### config.mk
export PLATFORM = sky130hd
export DESIGN_NAME = controlador_serial
export DESIGN_NICKNAME = d
export VERILOG_FILES = /design/src/rtl/controlador_serial_pkg.sv /design/src/rtl/controlador_serial_contador_bits.sv /design/src/rtl/controlador_serial.sv
export SDC_FILE = /design/constraint.sdc
export NUM_CORES = 1
export LEC_CHECK = 0
export ABC_AREA = 1
export CAP_MARGIN = 20
export CORE_MARGIN = 4
export CORE_UTILIZATION = 38
export CTS_CLUSTER_DIAMETER = 100
export DETAILED_ROUTE_END_ITERATION = 10
export GPL_TIMING_DRIVEN = 0
export PLACE_DENSITY = 0.75
export SLEW_MARGIN = 10
export SYNTH_ARGS = -nofsm -noshare
export SYNTH_HDL_FRONTEND = slang
export SYNTH_SLANG_ARGS = --single-unit
### constraint.sdc
create_clock -name clk -period 1.1 [get_ports clk]
set_input_delay 0.165 -clock clk [delete_from_list [all_inputs] [get_ports clk]]
set_output_delay 0.165 -clock clk [all_outputs]
set_load 0.01 [all_outputs]
### src/rtl/controlador_serial_pkg.sv
// controlador_serial_pkg: FSM state encodings and shift-register mode constants
package controlador_serial_pkg;
   typedef enum logic [2:0] {
      IDLE     = 3'd0,
      CARGA    = 3'd1,
      DESPLAZA = 3'd2,
      PARIDAD  = 3'd3,
      FIN      = 3'd4
   } estado_t;
   localparam logic [1:0] MODO_DESP  = 2'b00;
   localparam logic [1:0] MODO_ROT   = 2'b01;
   localparam logic [1:0] MODO_CARGA = 2'b10;
   localparam logic [1:0] MODO_RET   = 2'b11;
endpackage

### src/rtl/controlador_serial_contador_bits.sv
// contador_bits: emitted-bit counter with clear, enable and terminal flag at N-1
module contador_bits #(
   parameter int N = 4
) (
   input  logic clk,
   input  logic reset_n,
   input  logic clr,
   input  logic en,
   output logic ultimo
);
   localparam int W = $clog2(N) + 1;
   logic [W-1:0] cnt;
   always_ff @(posedge clk or negedge reset_n)
      if (!reset_n) cnt <= '0;
      else if (clr) cnt <= '0;
      else if (en) cnt <= cnt + 1'b1;
   assign ultimo = cnt == W'(N - 1);
endmodule

### src/rtl/controlador_serial.sv
// controlador_serial: valid/ready sequencer that loads the shift register and streams it out bit by bit
// CONTROLADOR_SERIAL_PARIDAD_EN appends an even-parity bit after the data bits
module controlador_serial
   import controlador_serial_pkg::*;
#(
   parameter int N = 4
) (
   input  logic         clk,
   input  logic         reset_n,
   input  logic         ini_valido,
   output logic         ini_listo,
   input  logic [N-1:0] dato_in,
   input  logic         dir_in,
   input  logic         pausa,
   input  logic         s_out,
   output logic [1:0]   modo,
   output logic         dir,
   output logic [N-1:0] dato_carga,
   output logic         tx_bit,
   output logic         tx_valido,
   output logic         fin
);
   estado_t    estado, estado_d;
   logic [1:0] modo_d;
   logic       tx_valido_d, fin_d, ultimo, captura;
   assign ini_listo = estado == IDLE;
   assign captura   = ini_valido && ini_listo;
`ifdef CONTROLADOR_SERIAL_PARIDAD_EN
   logic paridad;
   always_ff @(posedge clk or negedge reset_n)
      if (!reset_n) paridad <= 1'b0;
      else if (captura) paridad <= ^dato_in;
   assign tx_bit = tx_valido && (estado == PARIDAD ? paridad : s_out);
`else
   assign tx_bit = tx_valido && s_out;
`endif
   // the register only shifts in cycles flagged valid, so the count follows tx_valido
   contador_bits #(.N(N)) u_contador (
      .clk    (clk),
      .reset_n(reset_n),
      .clr    (estado != DESPLAZA),
      .en     (estado == DESPLAZA && tx_valido),
      .ultimo (ultimo)
   );
   always_ff @(posedge clk or negedge reset_n)
      if (!reset_n) estado <= IDLE;
      else estado <= estado_d;
   always_comb begin
      estado_d = estado;
      case (estado)
         IDLE:     estado_d = captura ? CARGA : IDLE;
         CARGA:    estado_d = DESPLAZA;
`ifdef CONTROLADOR_SERIAL_PARIDAD_EN
         DESPLAZA: estado_d = tx_valido && ultimo ? PARIDAD : DESPLAZA;
         PARIDAD:  estado_d = FIN;
`else
         DESPLAZA: estado_d = tx_valido && ultimo ? FIN : DESPLAZA;
`endif
         FIN:      estado_d = IDLE;
         default:  estado_d = IDLE;
      endcase
   end
   // registered outputs are decoded from the state being entered
   always_comb begin
      modo_d      = MODO_RET;
      tx_valido_d = 1'b0;
      fin_d       = 1'b0;
      case (estado_d)
         CARGA:    modo_d = MODO_CARGA;
         DESPLAZA: begin
            modo_d      = pausa ? MODO_RET : MODO_DESP;
            tx_valido_d = !pausa;
         end
`ifdef CONTROLADOR_SERIAL_PARIDAD_EN
         PARIDAD:  tx_valido_d = 1'b1;
`endif
         FIN:      fin_d = 1'b1;
         default:  modo_d = MODO_RET;
      endcase
   end
   always_ff @(posedge clk or negedge reset_n)
      if (!reset_n) begin
         modo       <= MODO_RET;
         dir        <= 1'b0;
         dato_carga <= '0;
         tx_valido  <= 1'b0;
         fin        <= 1'b0;
      end else begin
         modo      <= modo_d;
         tx_valido <= tx_valido_d;
         fin       <= fin_d;
         if (captura) begin
            dir        <= dir_in;
            dato_carga <= dato_in;
         end
      end
endmodule
==> impl_metrics.json, run 1 <==
{
  "chipHeight_microns": 48.6,
  "cp-end-kind": "output port",
  "core_area_sq_um": 1520,
  "first_global_vias": 519,
  "drv_slew": 0,
  "min_path_type": "in -> async",
  "power.density_nw_per_um2": 2240,
  "tightest_slew_ns": 0.653,
  "boundaryPins": 21,
  "antenna_found_initial": 0,
  "setup_slack_ns": -0.0787,
  "hold_viol_final": 0,
  "finalSetupViolations": 10,
  "dr.pass1.iters": 2,
  "relSlewSlack": 0.564,
  "p_switching_mw": 0.804,
  "vias": 509,
  "dp.final_hpwl_microns": 915,
  "min_period_ns": 1.18,
  "clockRootBuffer": "clkbuf_4",
  "pwr-share-clk": 0.146,
  "intPower_mw": 1.32,
  "cp.arrival_ns": 1.01,
  "place.gp.congestion": 0.674,
  "cts.sinks": 15,
  "cap_violations": 0,
  "core.rowCount": 14,
  "r2r_end": "modo[0]$_DFF_PN1_",
  "num_antenna_cells": 0,
  "synth-seq-cells": 15,
  "switching_share": 0.378,
  "multi_input_area_sq_um": 287,
  "ys_seq_area_frac": 0.604,
  "yosysUniqueCellTypes": 18,
  "critPathLaunchType": "register",
  "rsz0062_at_grt": "true",
  "syn-num-nets": 75,
  "tns_ns": -0.435,
  "r2r_setup_slack_ns": -0.07,
  "cts_tree": "built",
  "nets": 105,
  "portBuffers": 20,
  "fillCellCount": 136,
  "syn_inst": 63,
  "htree_levels": 1,
  "drive_above_1_share": 0.424,
  "netlist_area_sq_um": 626,
  "cts_buffers": 3,
  "synth_area_per_cell_sq_um": 9.93,
  "grt_pass1_wl_microns": 2150,
  "crit_type": "reg -> out",
  "wl_microns": 1260,
  "route.detailed.drc": 0,
  "grt_max_degree": 16,
  "crit_fanout": 3,
  "drt_iter0_drc": 3,
  "initial_core_util": 0.411,
  "worstPathRequired_ns": 0.94,
  "dieArea_sq_um": 2360,
  "yosysWarnings": 0,
  "irDropWorstVdd_uv": 1210,
  "status": "complete, but fails checks",
  "worstSkewPairLatency_ns": 0.28,
  "routed_via_density": 4.71,
  "finalHoldWorstSlack_ns": 0.276,
  "leakage_nw": 0.490,
  "area_growth_pct": 51.6,
  "dieWidth_microns": 48.6,
  "period_share": 1.07,
  "p_comb_frac": 0.445,
  "wl_per_cell_microns": 11.7,
  "p_seq_frac": 0.409,
  "worst_r2r_path_depth": 7,
  "seqCellArea_sq_um": 379,
  "cts.clk_slew.worst_paths_ns": 0.09,
  "grt_use_total": 0.118,
  "clock_path_buffers": 2,
  "grt_overflow": 0,
  "reg2reg_from": "u_contador.cnt[0]$_DFFE_PN0P_",
  "violations": "setup timing",
  "ant_nets": 0,
  "fmax_mhz": 848,
  "holdBufCountCts": 0,
  "fin_skew_ns": 0.00624
}
-- registers in the layout, summed over array words and instances, names as in the netlist --
register / count
dato_carga: 4
estado: 3
u_contador.cnt: 3
modo: 2
dir: 1
fin: 1
tx_valido: 1
-- power by group through the flow --
stage                     clock, mW  combinational (mW)  sequential, mW
after floorplan                   0               0.374           0.943
after global placement            0               0.856           0.882
after detailed placement          0               0.877           0.892
after CTS                     0.318               0.919           0.864
after global routing          0.354                1.04           0.896
final                         0.310               0.947           0.870
-- per-stage QoR --
step	cells	cell area, sq um	utilization	worst slack, ns	power (mW)
finish	108	948	0.622	-0.0787	2.13
global route	108	948	0.622	-0.153	2.29
CTS	106	917	0.602	-0.0897	2.10
detailed placement	99	853	0.560	-0.301	1.77
global placement	99	853	0.560	-0.302	1.74
floorplan	63	633	-	0.00199	1.32
-- cell usage in the layout (no fill, tap or decap), types with 4 or more instances in the layout --
| cell type | count |
|---|---|
| nand2_1 | 17 |
| dfrtp_1 | 12 |
| clkdlybuf4s50_1 | 9 |
| inv_1 | 5 |
| nand2_2 | 5 |
| clkbuf_2 | 5 |
| buf_4 | 4 |
-- cells by family after synthesis --
group	share of synthesized area
AO/OA/AOI/OAI	0.0160
XOR/XNOR	0.0140
adder cells (fa/ha/maj)	0.0400
buffers and inverters	0.0520
flip-flops	0.604
AND/OR/NAND/NOR	0.274
-- how the worst max path moves through the flow --
stage	start	endpoint	slack, ns	depth (start not counted)
5_1_grt	estado[2]$_DFF_PN0_	ini_listo	-0.15	2
3_5_place_dp	s_out	tx_bit	-0.30	4
2_1_floorplan	u_contador.cnt[0]$_DFFE_PN0P_	modo[0]$_DFF_PN1_	0.002	7
3_3_place_gp	s_out	tx_bit	-0.30	4
6_report	estado[2]$_DFF_PN0_	ini_listo	-0.08	2
4_1_cts	u_contador.cnt[0]$_DFFE_PN0P_	modo[0]$_DFF_PN1_	-0.09	7
-- worst max-delay path: stages (launching register included) --
cell,delay (ns)
dfrtp_1,0.41
nor3_2,0.17
buf_2,0.15
-- metal layers --
metal | wire length [microns] | part of all wire | vias up | global-route usage
li1 | - | - | 252 | -
met3 | 100 | 0.079 | 5 | 0.0429
met2 | 660 | 0.52 | 19 | 0.198
met1 | 468 | 0.37 | 233 | 0.126
met5 | 0 | 0 | - | 0
met4 | 32 | 0.025 | 0 | 0.0673
-- synthesized netlist by cell type (all sizes together) --
| cell type | n | share of area |
|---|---|---|
| nand2 | 25 | 0.16 |
| dfrtp | 13 | 0.52 |
| nor2 | 4 | 0.036 |
| nor3 | 1 | 0.0080 |
| o21ai | 1 | 0.0080 |
| inv | 8 | 0.052 |
| nand3b | 1 | 0.012 |
| dfstp | 2 | 0.084 |
| xnor2 | 1 | 0.014 |
| a21oi | 1 | 0.0080 |
| nand3 | 4 | 0.060 |
| ha | 2 | 0.040 |
-- what timing repair did --
| action | 4_1_cts | 5_1_grt |
|---|---|---|
| setup buffers | 3 | 2 |
| pin swaps | 6 | 7 |
| endpoints found under the setup margin | 16 | 21 |
| resized for setup | 37 | 17 |
-- cell type report --
| class | count | share of cell area |
|---|---|---|
| Clock buffer | 4 | 0.0277 |
| Inverter | 8 | 0.0343 |
| Multi-Input combinational cell | 40 | 0.302 |
| Sequential cell | 15 | 0.400 |
| Tap cell | 16 | 0.0211 |
| Timing Repair Buffer | 25 | 0.215 |
No activity file was read; power rests on OpenSTA's default activity.
==> run 2, diff against run 1 <==
CORE_UTILIZATION = 42   (was 38)
PLACE_DENSITY = 0.79   (was 0.75)
clock period = 1.3 ns   (was 1.1 ns; I/O delays follow)
==> impl_metrics.json, run 2 (synthesized netlist as in run 1, its figures left out) <==
{
  "dr.pass1.iters": 3,
  "dieWidth_microns": 46.6,
  "wl_per_cell_microns": 10.7,
  "rsz0062_at_grt": "true",
  "core_area_sq_um": 1350,
  "place.gp.congestion": 0.635,
  "leakage_nw": 0.467,
  "cts_tree": "built",
  "core.rowCount": 13,
  "pre_cts_ws_ns": -0.168,
  "num_antenna_cells": 0,
  "worstSkewPairLatency_ns": 0.28,
  "cp_slowest_stage_delay_ns": 0.52,
  "grt_util_met1": 0.135,
  "clockRootBuffer": "clkbuf_4",
  "setup_slack_ns": 0.0522,
  "cp.arrival_ns": 1.05,
  "antenna_found_initial": 0,
  "drive_above_1_share": 0.244,
  "tns_ns": 0,
  "clock_path_buffers": 2,
  "grt_overflow": 0,
  "fin_skew_ns": 0.00346,
  "grt_max_degree": 16,
  "dieArea_sq_um": 2170,
  "top_regs": "dato_carga: 4 flops, estado: 3 flops, u_contador.cnt: 3 flops",
  "finalHoldWorstSlack_ns": 0.305,
  "holdBufCountCts": 0,
  "routed_via_density": 4.58,
  "largest_register_ffs": 4,
  "crit_slowest_cell": "dfstp_2",
  "placed_cell_area_sq_um": 845,
  "layout_commonest_cell": "nand2_1",
  "power.density_nw_per_um2": 1910,
  "critPathLaunchType": "register",
  "wl_microns": 1130,
  "worstPathRequired_ns": 1.11,
  "htree_levels": 1,
  "route.detailed.drc": 0,
  "dp.final_hpwl_microns": 828,
  "ant_nets": 0,
  "crit_fanout": 1,
  "cts.clk_slew.worst_paths_ns": 0.09,
  "tightest_slew_ns": 0.643,
  "crit_type": "reg -> out",
  "grt_use_total": 0.132,
  "cap_violations": 0,
  "area_growth_pct": 42.0,
  "stdcell_area_sq_um": 888,
  "worstPathCellList": "dlygate4sd2_1",
  "period_share": 0.960,
  "grt-busiest-layer": "met2",
  "drv_slew": 0,
  "use_met2": 0.223,
  "fmax_mhz": 801,
  "irDropWorstVdd_uv": 970,
  "use_met3": 0.0508,
  "relSlewSlack": 0.570,
  "cts_buffers": 3,
  "status": "finished, final reports clean",
  "total_power_mw": 1.69,
  "cts.sinks": 15,
  "portBuffers": 20,
  "final_cell_mix": "nand2_1, dfrtp_1, dlygate4sd2_1",
  "cp-end-kind": "output port",
  "critPathBufInv": 1,
  "nets": 103,
  "grt_pass1_wl_microns": 1890,
  "boundaryPins": 21,
  "top_register": "dato_carga",
  "drt_iter0_drc": 4,
  "critPathTopFamily": "flip-flops",
  "min_path_type": "in -> async",
  "chipHeight_microns": 46.6,
  "first_global_vias": 463,
  "min_period_ns": 1.25,
  "place_inst": 98,
  "finalSetupViolations": 0,
  "post-route-util": 0.658,
  "vias": 481,
  "hold_viol_final": 0,
  "initial_core_util": 0.463,
  "final_cells": 105
}
run 2: changes by cell type in the layout (fill, tap and decap cells not counted), moves of 2 or more:
cell / change
ha_4: -2
nand2_4: -3
nand2_2: -2
buf_2: -2
buf_6: -3
clkbuf_2: -5
nand2_1: +5
dlygate4sd2_1: +10
run 2: repair_timing:
item | in CTS | in global routing
resized for setup | 18 | 2
setup endpoints to repair | 12 | 4
setup buffers | 1 | 2
pin swaps | 0 | 2
run 2: final cells by class:
class                   count  area, sq um
repair buffers             23          205
inverters                   8         32.5
fillers                   128          462
multi-input cells          40          225
clock buffers               4         26.3
well taps                  15         18.8
flip-flops and latches     15          380
run 2: report_power, final:
group          switching [mW]  total, mW  internal [mW]
clock network           0.143      0.262          0.119
registers              0.0968      0.735          0.638
logic                   0.365      0.697          0.332
run 2: final timing paths:
path / start / endpoint / slack, ns / cells past startpoint
worst max-delay path: modo[1]$_DFF_PN1_ / modo[1] / 0.05 / 1
worst min-delay path: reset_n / fin$_DFF_PN0_ / 0.30 / 1
worst max register to register: u_contador.cnt[0]$_DFFE_PN0P_ / modo[0]$_DFF_PN1_ / 0.07 / 7
worst min register to register: dato_carga[0]$_DFFE_PN0P_ / dato_carga[0]$_DFFE_PN0P_ / 0.48 / 2
max in group asynchronous: reset_n / tx_valido$_DFF_PN0_ / 0.54 / 1
min in group clk: dato_in[0] / dato_carga[0]$_DFFE_PN0P_ / 0.44 / 3
run 2: layer usage:
metal  share of wire  up-vias
met4           0.019        0
met1            0.38      213
met2            0.52       19
met5               0        -
li1                -      246
met3           0.079        3
==> run 3, diff against run 2 <==
HOLD_SLACK_MARGIN = 0.08   (was unset)
==> results of run 3 <==
Same layout as run 2: the final DEF is identical, and so are final timing and power.
